[src/rtl/microsequencer_if.sv]
// microsequencer_if: control-word sequencing fields in, registered microaddress and status out.
interface microsequencer_if #(parameter int unsigned AW = 5);
    logic [1:0]    nssel;
    logic [AW-1:0] dbin;
    logic [2:0]    memcntl;
    logic [3:0]    opcode;
    logic [1:0]    mode;
    logic          zflag;
    logic          flag_we;
    logic          mem_ready;
    logic [AW-1:0] address;
    logic          stall;
    logic          illegal_op;
    modport master (
        output nssel, dbin, memcntl, opcode, mode, zflag, flag_we, mem_ready,
        input  address, stall, illegal_op
    );
    modport slave (
        input  nssel, dbin, memcntl, opcode, mode, zflag, flag_we, mem_ready,
        output address, stall, illegal_op
    );
endinterface

[src/rtl/microsequencer.sv]
// microsequencer: next-microaddress generator with opcode/mode dispatch, conditional
// branch on a latched zero flag, memory-wait stall and a sticky illegal-instruction trap.
module microsequencer #(
    parameter int unsigned   AW           = 5,
    parameter logic [AW-1:0] RESET_VECTOR = '0,
    parameter logic [AW-1:0] TRAP_VECTOR  = '0
) (
    input logic            clock,
    input logic            reset,
    microsequencer_if.slave bus
);
    logic [AW-1:0] r_address;
    logic          r_zero;
    logic          r_illegal;
    logic [AW-1:0] w_next;
    logic          w_trap;
    logic          w_stall;

    assign w_stall        = (bus.memcntl != 3'b000) & ~bus.mem_ready;
    assign bus.stall      = w_stall;
    assign bus.address    = r_address;
    assign bus.illegal_op = r_illegal;

    always_comb begin
        w_trap = 1'b0;
        w_next = bus.dbin;
        case (bus.nssel)
            2'b01: case (bus.opcode)
                4'd0:  w_next = AW'(0);
                4'd1:  w_next = AW'(15);
                4'd2:  w_next = AW'(16);
                4'd3:  w_next = AW'(17);
                4'd4:  w_next = AW'(19);
                4'd5:  w_next = AW'(21);
                4'd6:  w_next = AW'(9);
                4'd7, 4'd8, 4'd9, 4'd10: begin
                    w_trap = bus.mode[1];
                    w_next = bus.mode[0] ? AW'(5) : AW'(1);
                end
                4'd11:   w_next = AW'(26);
                default: w_trap = 1'b1;
            endcase
            2'b10: case (bus.opcode)
                4'd7:    w_next = AW'(10);
                4'd8:    w_next = AW'(11);
                4'd9:    w_next = AW'(12);
                4'd10:   w_next = AW'(14);
                default: w_trap = 1'b1;
            endcase
            // Branch sees the pre-edge zero value even when flag_we is active this cycle.
            2'b11:   w_next = r_zero ? bus.dbin : bus.dbin + AW'(1);
            default: w_next = bus.dbin;
        endcase
    end

    always_ff @(posedge clock or posedge reset) begin
        if (reset) begin
            r_address <= RESET_VECTOR;
            r_zero    <= 1'b0;
            r_illegal <= 1'b0;
        end else begin
            if (bus.flag_we) r_zero <= bus.zflag;
            if (!w_stall) begin
                r_address <= w_trap ? TRAP_VECTOR : w_next;
                if (w_trap) r_illegal <= 1'b1;
            end
        end
    end
endmodule

[src/flat_wrapper.sv]
// flat-port wrapper written by rule: the top's interface ports become plain ports
module microsequencer_flat 
#(
    parameter int unsigned   AW           = 5,
    parameter logic [AW-1:0] RESET_VECTOR = '0,
    parameter logic [AW-1:0] TRAP_VECTOR  = '0
)
  (clock, reset, bus_nssel, bus_dbin, bus_memcntl, bus_opcode, bus_mode, bus_zflag, bus_flag_we, bus_mem_ready, bus_address, bus_stall, bus_illegal_op);
  microsequencer_if #(.AW(AW)) bus_i ();
  input logic clock;
  input logic reset;
  input wire logic [$bits(bus_i.nssel)-1:0] bus_nssel;
  input wire logic [$bits(bus_i.dbin)-1:0] bus_dbin;
  input wire logic [$bits(bus_i.memcntl)-1:0] bus_memcntl;
  input wire logic [$bits(bus_i.opcode)-1:0] bus_opcode;
  input wire logic [$bits(bus_i.mode)-1:0] bus_mode;
  input wire logic [$bits(bus_i.zflag)-1:0] bus_zflag;
  input wire logic [$bits(bus_i.flag_we)-1:0] bus_flag_we;
  input wire logic [$bits(bus_i.mem_ready)-1:0] bus_mem_ready;
  output wire logic [$bits(bus_i.address)-1:0] bus_address;
  output wire logic [$bits(bus_i.stall)-1:0] bus_stall;
  output wire logic [$bits(bus_i.illegal_op)-1:0] bus_illegal_op;
  assign bus_i.nssel = bus_nssel;
  assign bus_i.dbin = bus_dbin;
  assign bus_i.memcntl = bus_memcntl;
  assign bus_i.opcode = bus_opcode;
  assign bus_i.mode = bus_mode;
  assign bus_i.zflag = bus_zflag;
  assign bus_i.flag_we = bus_flag_we;
  assign bus_i.mem_ready = bus_mem_ready;
  assign bus_address = bus_i.address;
  assign bus_stall = bus_i.stall;
  assign bus_illegal_op = bus_i.illegal_op;
  microsequencer #(.AW(AW), .RESET_VECTOR(RESET_VECTOR), .TRAP_VECTOR(TRAP_VECTOR)) u_core (.clock(clock), .reset(reset), .bus(bus_i));
endmodule
[config.mk]
export PLATFORM = sky130hd
export DESIGN_NAME = microsequencer_flat
export DESIGN_NICKNAME = d
export VERILOG_FILES = /design/src/rtl/microsequencer_if.sv /design/src/rtl/microsequencer.sv /design/src/flat_wrapper.sv
export SDC_FILE = /design/constraint.sdc
export NUM_CORES = 1
export LEC_CHECK = 0
export ABC_CLOCK_PERIOD_IN_PS = 1300
export BUFFER_PORTS_ARGS = -buffer_cell sky130_fd_sc_hd__buf_2
export CAP_MARGIN = 20
export CORE_MARGIN = 3
export CORE_UTILIZATION = 44
export DETAILED_ROUTE_END_ITERATION = 7
export HOLD_SLACK_MARGIN = 0.05
export PLACE_DENSITY = 0.78
export SYNTH_ARGS = -nofsm -noshare
export SYNTH_HDL_FRONTEND = slang
export SYNTH_SLANG_ARGS = --single-unit
[constraint.sdc]
create_clock -name clock -period 1.3 [get_ports clock]
set_input_delay 0.325 -clock clock [delete_from_list [all_inputs] [get_ports clock]]
set_output_delay 0.325 -clock clock [all_outputs]
set_load 0.02 [all_outputs]
==> flow_summary.toml <==
[status]
outcome = "complete, but fails checks"
violations = "negative setup slack"

[die]
initial_core_util_pct = 47.5
rows = 15
coreArea_um2 = 1750
die_w_um = 49.4
io_pins = 28
dieArea_um2 = 2440
fp.dieH_um = 49.4

[global_route]
grt_pass1_vias = 1014
grt_max_degree = 11
grt_pass1_wl_um = 4160
gr-total-overflow = 0
antenna_found_initial = 0
grt_usage_pct = 21.8

[setup_path]
cp_max_fo = 5
worstSetupStartpointType = "flip-flop"
crit_path_end_kind = "flip-flop"
arrival_ns = 1.67
cp.required_ns = 1.44
crit_type = "reg -> reg"

[clocking]
worstSkewPairLatency_ns = 0.25
clkTransAtPathRegs_ns = 0.05
cts_buffer_depth = 2
numCtsBuffers = 3
cts_sinks = 7
clockRootBuffer = "clkbuf_4"
ctsHtreeMaxLevel = 1
cts_tree = "done"

[drt]
drt_iter0_drc = 24
dr.pass1.iters = 4
wl_met1_um = 983
dr.max_layer_used = "met4"
viasPerCell = 5.62
drtAntennaViolNets = 0
wire_per_inst_um = 14.4
totalWireLength_um = 2550
post-route-drc-count = 0
wl_met3_um = 188
vias = 995
wl_met2_um = 1310

[finish]
area.growth.synth_to_final_pct = 57.6
finalNonFillerCells = 177
multi_input_area_um2 = 677
seqCellArea_um2 = 176
fillers = 135
nNetsFinal = 179
drive_gt1_share_pct = 49.3
design_area_um2 = 1310
diodes = 0

[synth]
yosys.cell_types.count = 40
ys_top_cells_by_area = "dfrtp_1 21%, ha_1 7.5%, a22o_1 5.3%"
synth_edf_count = 0
synth_cells = 98
ys.flop_type = "dfrtp_1"
synth_top_area_share_pct = 21.1
synth_top_area_cell = "dfrtp_1"
syn_avg_cell_area_um2 = 8.46
synth_common_cells = "7 x dfrtp_1, 7 x inv_1, 7 x nand2_1"
syn_nets = 124
yosys_warnings = 0
ys_seq_area_share_pct = 21.1
async_flop_share_pct = 100
synth_seq_cells = 7
syn_area_um2 = 830

[timing]
finalCritPeriodShare_pct = 118
finalWorstSetupSlack_ns = -0.232
slew_headroom_pct = 81.7
tightest_slew_ns = 0.274
post-route-min-period_ns = 1.53
clock_skew_ns = 0.00653
rsz0062_at_grt = "true"
report.final.slew_viol_count = 0
fmax_ghz = 0.653
hold_violations = 0
setup_viol = 5

[place]
dp_cells = 167
portBuffers = 27
place_congestion = 0.879
place_ws_ns = -0.361
dpl_cell_area_um2 = 1160
hpwl_um = 1960

[power]
power_density_nw_per_um2 = 691
irDropWorstVdd_mv = 0.634
p_leak_nw = 0.598
finalPower_uw = 904

[hold_path]
holdCritPathClass = "in -> reg"

[flow_run]
cap_violations = 0
[layout make-up]
| type | count | area share (%) |
|---|---|---|
| timing repair buffer | 55 | 28.3 |
| tap | 25 | 2.39 |
| multi-input combinational | 79 | 51.8 |
| sequential | 7 | 13.5 |
| inverter | 7 | 2.01 |
| clock buffer | 4 | 2.01 |
[registers in the layout, summed over array words and instances (netlist names)]
register,flops
u_core.r_zero,1
u_core.bus.address,5
u_core.bus.illegal_op,1
[worst max-delay path, cell delays in order, from the launching register on]
cell and delay [ns]:
dfrtp_2 0.42, nand4b_1 0.27, xnor2_1 0.18, a211oi_1 0.22, o21ai_1 0.09, a32o_1 0.25
[timing repair]
| action | CTS | global route |
|---|---|---|
| setup endpoints to repair | 6 | 6 |
| cloned | 0 | 0 |
| pin swaps | 8 | 8 |
| gates resized for setup | 9 | 10 |
| buffers inserted | 3 | 3 |
| hold buffers | 1 | 0 |
| hold endpoints to repair | 7 | 0 |
[cells by family after synthesis]
logic type	synth area share (%)
simple gates	21.1
xor+xnor	4.22
buf+inv	6.94
mux	5.13
flops	21.1
fa+ha+maj	7.54
compound gates	33.9
[metrics by stage]
step	setup TNS (ns)	utilization, %	hold slack (ns)
3_5_place_dp	-1.79	66.7	0.271
2_1_floorplan	-0.639	-	0.128
6_report	-0.845	74.9	0.318
3_3_place_gp	-1.61	66.7	0.259
5_1_grt	-1.15	74.9	0.300
4_1_cts	-0.579	71.6	0.305
[worst paths after layout]
check	startpoint	to	slack (ns)	cells after the start
max in group asynchronous	reset	u_core.r_zero	0.50	3
hold / removal	bus_zflag	u_core.r_zero	0.32	2
setup reg to reg	u_core.r_zero	u_core.bus.address[3]	-0.23	5
min in group asynchronous	reset	u_core.bus.address[3]	0.56	3
setup / recovery	u_core.r_zero	u_core.bus.address[3]	-0.23	5
hold reg to reg	u_core.bus.illegal_op	u_core.bus.illegal_op	0.47	1
[report_power, final]
part / internal, mW / switching (mW) / leakage, nW
registers: 0.247 / 0.0170 / 0.0831
logic: 0.229 / 0.218 / 0.500
clock network: 0.117 / 0.0752 / 0.0150
[cell usage in the layout (no fill, tap or decap), drive strengths merged]
cell type	count
or3b	1
a32o	2
nor2b	3
o221ai	1
nand2b	3
mux2i	2
o2111ai	2
nand4	1
nor3b	2
nor2	2
a22oi	1
a21oi	6
buf	54
a221oi	1
a221o	1
o32a	1
a22o	5
xnor2	4
nand4b	3
and2	1
o211ai	5
a211oi	1
nand3b	1
nand3	2
o21ai	4
nand2	7
inv	7
dlygate4sd3	1
o21a	1
a21o	2
a2bb2oi	1
ha	5
mux2	2
o21bai	1
a31oi	1
nor3	3
clkbuf	4
dfrtp	7
or2	1
[routing by layer]
layer / global-route usage, % / up-vias
met2: 41.7 / 50
met1: 22.4 / 451
met5: 0 / -
met3: 6.42 / 10
met4: 6.45 / 0
li1: - / 484
(Power assumes the default switching activity.)
